===== src/rtl/regfile_mp.sv =====
// regfile_mp: parametrised general-purpose register file on a single rising
// clock edge. Two registered read ports with write-to-read bypass, one write
// port, a registered output port with a one-cycle valid strobe, and a
// per-register pending scoreboard used by the control unit to stall on loads.
module regfile_mp #(
    parameter int WIDTH   = 16,
    parameter int REGS    = 8,
    parameter int SEL_W   = $clog2(REGS),
    parameter int ZERO_R0 = 0
) (
    input  logic             clk,
    input  logic             rst,
    input  logic [SEL_W-1:0] src_sel,
    input  logic [SEL_W-1:0] dst_sel,
    input  logic             rd_en,
    output logic [WIDTH-1:0] src,
    output logic [WIDTH-1:0] dst,
    output logic             src_busy,
    output logic             dst_busy,
    input  logic             wr_en,
    input  logic [SEL_W-1:0] wr_sel,
    input  logic [WIDTH-1:0] wr_data,
    input  logic             lock_en,
    input  logic [SEL_W-1:0] lock_sel,
    input  logic             out_en,
    output logic [WIDTH-1:0] out,
    output logic             out_valid
);

    localparam bit ZeroR0En = (ZERO_R0 != 0);

    logic [WIDTH-1:0] gpr_q [REGS];
    logic [WIDTH-1:0] gpr_d [REGS];
    logic [REGS-1:0]  pending_q, pending_d;
    logic [WIDTH-1:0] src_q, src_d;
    logic [WIDTH-1:0] dst_q, dst_d;
    logic             src_busy_q, src_busy_d;
    logic             dst_busy_q, dst_busy_d;
    logic [WIDTH-1:0] out_q, out_d;
    logic             out_valid_q, out_valid_d;

    logic             wr_eff;
    logic             lock_eff;
    logic [WIDTH-1:0] src_val;
    logic [WIDTH-1:0] dst_val;

    // Read value seen by a port: a same-cycle write wins, then the hardwired
    // zero register, then the stored contents.
    function automatic logic [WIDTH-1:0] bypass_value(
        input logic [SEL_W-1:0] sel,
        input logic             we,
        input logic [SEL_W-1:0] wsel,
        input logic [WIDTH-1:0] wdata,
        input logic [WIDTH-1:0] stored
    );
        logic [WIDTH-1:0] v;
        if (we && (wsel == sel)) begin
            v = wdata;
        end else if (ZeroR0En && (sel == '0)) begin
            v = '0;
        end else begin
            v = stored;
        end
        return v;
    endfunction

    // Next-state logic: register writes, scoreboard update (lock beats a
    // returning write), bypassed reads and the output port strobe.
    always_comb begin
        wr_eff      = wr_en && !(ZeroR0En && (wr_sel == '0));
        lock_eff    = lock_en && !(ZeroR0En && (lock_sel == '0));
        gpr_d       = gpr_q;
        pending_d   = pending_q;
        src_d       = src_q;
        dst_d       = dst_q;
        src_busy_d  = src_busy_q;
        dst_busy_d  = dst_busy_q;
        out_d       = out_q;
        out_valid_d = 1'b0;

        src_val = bypass_value(src_sel, wr_eff, wr_sel, wr_data, gpr_q[src_sel]);
        dst_val = bypass_value(dst_sel, wr_eff, wr_sel, wr_data, gpr_q[dst_sel]);

        if (wr_eff) begin
            gpr_d[wr_sel]     = wr_data;
            pending_d[wr_sel] = 1'b0;
        end
        if (lock_eff) begin
            pending_d[lock_sel] = 1'b1;
        end

        if (rd_en) begin
            src_d      = src_val;
            dst_d      = dst_val;
            src_busy_d = pending_d[src_sel];
            dst_busy_d = pending_d[dst_sel];
        end

        if (out_en) begin
            out_d       = dst_val;
            out_valid_d = 1'b1;
        end
    end

    // State register with synchronous reset; register 1 resets to all ones.
    always_ff @(posedge clk) begin
        if (rst) begin
            for (int i = 0; i < REGS; i++) begin
                gpr_q[i] <= (i == 1) ? '1 : '0;
            end
            pending_q   <= '0;
            src_q       <= '0;
            dst_q       <= '0;
            src_busy_q  <= 1'b0;
            dst_busy_q  <= 1'b0;
            out_q       <= '0;
            out_valid_q <= 1'b0;
        end else begin
            gpr_q       <= gpr_d;
            pending_q   <= pending_d;
            src_q       <= src_d;
            dst_q       <= dst_d;
            src_busy_q  <= src_busy_d;
            dst_busy_q  <= dst_busy_d;
            out_q       <= out_d;
            out_valid_q <= out_valid_d;
        end
    end

    assign src       = src_q;
    assign dst       = dst_q;
    assign src_busy  = src_busy_q;
    assign dst_busy  = dst_busy_q;
    assign out       = out_q;
    assign out_valid = out_valid_q;

endmodule


===== config.mk =====
export PLATFORM = sky130hd
export DESIGN_NAME = regfile_mp
export DESIGN_NICKNAME = d
export VERILOG_FILES = /design/src/rtl/regfile_mp.sv
export SDC_FILE = /design/constraint.sdc
export NUM_CORES = 1
export LEC_CHECK = 0
export CAP_MARGIN = 40
export CORE_MARGIN = 2
export CORE_UTILIZATION = 58
export CTS_CLUSTER_SIZE = 10
export DETAILED_ROUTE_END_ITERATION = 8
export PLACE_DENSITY = 0.81
export SYNTH_ARGS = -nofsm -noshare
export SYNTH_HDL_FRONTEND = slang
export SYNTH_SLANG_ARGS = --single-unit

===== constraint.sdc =====
create_clock -name clk -period 2.7 [get_ports clk]
set_clock_uncertainty 0.15 [all_clocks]
set_input_delay 0.54 -clock clk [delete_from_list [all_inputs] [get_ports clk]]
set_output_delay 0.54 -clock clk [all_outputs]
set_load 0.02 [all_outputs]

==> flow_summary_export.csv <==
group,metric,value,unit
placement,gp_congestion,0.847,
timing,rsz0062_at_grt,"false",
clock_tree,cts_buffers,17,
logic_synthesis,yosys.area.top_type,"dfxtp_1",
routing,met3_length,2800,µm
pwr,seqPwrFrac,0.469,
layout,area_delta_synth_final,18.7,%
floorplan,start_util,0.592,
worst_setup_path,cp_data_arrival_time,2.48,ns
logic_synthesis,ys_seq_area_frac,0.416,
grt,antenna_found_initial,0,
worst_setup_path,worstPathMaxFanout,48,
routing,top_layer,"met4",
logic_synthesis,yosysMostFrequentCell,"nand2_1",
layout,n_fill_cell,1088,
worst_setup_path,required,2.91,ns
grt,grt.overflow.total,0,
placement,dp_hpwl,15700,µm
placement,portBuffers,84,
routing,drc,0,
grt,grt_pass1_vias,7550,
timing,fin_crit,2.27,ns
floorplan,core,15200,µm²
logic_synthesis,synthCells,1010,
layout,fin_cells,1263,
logic_synthesis,synth_top_area_share,0.416,
routing,drtIter0Drc,896,
logic_synthesis,yosys-top-cells-area,"dfxtp_1, mux4_2, nand2_1, a21oi_1, mux2i_1",
grt,grt_pass1_wl,40500,µm
routing,vias,7978,
clock_tree,cts_buffer_depth,2,
routing,met2_length,11800,µm
layout,drive_gt1_frac,0.146,
floorplan,dieWidth,129,µm
clock_tree,post-cts-setup-buffers,0,
worst_setup_path,critPathLaunchType,"input pin",
routing,viasPerCell,6.32,
logic_synthesis,synthDistinctLibCells,36,
pwr,switching_share,0.263,
pwr,p_leak,3.88,nW
routing,wl_met1,10000,µm
clock_tree,clk_pin_slew_worst_paths,0.07,ns
clock_tree,cts_hold_buffers,0,
clock_tree,clk-insertion-delay-late,0.44,ns
routing,wl_per_cell,20.2,µm
pwr,comb_power_share,0.133,
clock_tree,cts_tree,"done",
floorplan,dieArea,16500,µm²
pwr,ir_worst_vdd,0.000563,V
floorplan,die_h,129,µm
timing,max-slew-margin-rel,0.563,
pwr,p_int,0.00455,W
pwr,clkPwrFrac,0.399,
floorplan,num_io_pins,85,
logic_synthesis,synth_area,8990,µm²
logic_synthesis,async_reset_ff_frac,0,
timing,slew_violations,0,
worst_hold_path,hold_path.class,"flop to flop",
timing,setup_violations,0,
routing,wirelength,25500,µm
job,drv_cap,0,
logic_synthesis,synth_seq_cells,187,
clock_tree,postCtsResizedCells,0,
pwr,p_sw,0.00163,W
grt,track_usage,0.318,
logic_synthesis,synth_edf_count,0,
floorplan,num_rows,45,
routing,drt_pre_antenna_iters,6,
pwr,p_per_area,579,nW/µm²
layout,nNetsFinal,1096,
run_status,status,"finished clean",
grt,grt_max_degree,138,
logic_synthesis,synth.avg_cell_area,8.91,µm²
clock_tree,cts.htree.levels,4,
timing,worst_pin_slew,0.656,ns
timing,fin_crit_sh,0.842,
timing,timing.fmax,440,MHz
routing,ant_nets,0,
worst_setup_path,crit_type,"input pin to flop",
worst_setup_path,critPathCaptureType,"flop",
logic_synthesis,synth-main-ff-cell,"dfxtp_1",
clock_tree,cts_root_buffer,"clkbuf_16",
logic_synthesis,yosys_warnings,0,
timing,hold_slack,0.300,ns
timing,fin_tns_setup,0,ns
logic_synthesis,synth_common_cells,"nand2_1, dfxtp_1, a21oi_1",
clock_tree,cts_sinks,187,
timing,hold_viol_final,0,
layout,diodes,0,
logic_synthesis,synth.net_count,1044,
placement,dp_cells,1231,
-- sequential cells by signal, summed over array words and instances (netlist names) --
signal	flops
gpr_q	128
dst	16
out	16
src	16
pending_q	8
dst_busy	1
out_valid	1
src_busy	1
-- worst paths after layout --
path,start,end,slack [ns],depth (start not counted)
setup / recovery,dst_sel[1],out[13],0.43,8
hold / removal,dst[8],dst[8],0.30,2
setup reg to reg,gpr_q[10],out[10],0.98,5
hold reg to reg,dst[8],dst[8],0.30,2
-- through the flow --
stage | utilization | worst slack, ns | power (W) | cell area, µm²
2_1_floorplan | - | 0.499 | 0.00346 | 8990
3_3_place_gp | 0.664 | 0.0462 | 0.00374 | 10100
3_5_place_dp | 0.664 | 0.0389 | 0.00376 | 10100
4_1_cts | 0.702 | 0.455 | 0.00617 | 10700
5_1_grt | 0.702 | 0.314 | 0.00636 | 10700
6_report | 0.702 | 0.428 | 0.00618 | 10700
-- layout make-up --
cell class / count / area, µm² / share of cell area
Multi-Input combinational cell: 726 / 4830 / 0.453
Sequential cell: 187 / 3740 / 0.351
Timing Repair Buffer: 128 / 1280 / 0.120
Clock buffer: 20 / 467 / 0.0437
Tap cell: 188 / 235 / 0.0220
Clock inverter: 12 / 109 / 0.0102
Inverter: 2 / 7.51 / 0.000703
-- power by group through the flow --
stage               clock (W)  sequential, W  combinational (W)
global route          0.00258        0.00291           0.000875
global placement            0        0.00295           0.000788
floorplan                   0        0.00299           0.000466
detailed placement          0        0.00296           0.000802
finish                0.00246        0.00290           0.000819
CTS                   0.00247        0.00290           0.000809
-- cell usage in the layout (no fill, tap or decap), types with 3 or more instances in the layout --
cell type        netlist  layout
nand2_1              324     324
and4b_1                3       3
clkbuf_8               0       3
dfxtp_1              187     187
clkdlybuf4s50_1        0      80
mux2i_1               32      32
buf_2                 13       3
nand4bb_1              3       3
nor2_1                16      15
buf_4                  9      35
inv_6                  0       4
xnor2_1                6       6
nand2b_1              19      19
o211ai_1              16      16
clkbuf_16              0      17
nand3b_1              16      16
a21oi_1              134     134
mux4_2                66      66
clkinv_2               0       4
o21ai_0               64      64
buf_12                 0      10
-- kinds of logic (layout without fill, tap and decap cells) --
family	count (synthesis)	count (layout)	synth area share
xor+xnor	6	6	0.00584
simple gates	400	400	0.195
mux	100	100	0.203
flops	187	187	0.416
buf+inv	97	162	0.0477
compound gates	220	220	0.132
-- critical path, stage by stage --
cell             delay [ns]
clkdlybuf4s50_1        0.66
buf_4                  0.33
xnor2_1                0.15
nand4_1                0.16
buf_12                 0.21
nand2_1                0.11
o211ai_1               0.09
a21oi_1                0.21
-- per-layer routing --
metal  track usage  up-vias
met5             0        -
met1         0.430     3781
met4         0.137        0
met3        0.0557       81
li1              -     3625
met2         0.510      491
(Power assumes the default switching activity.)
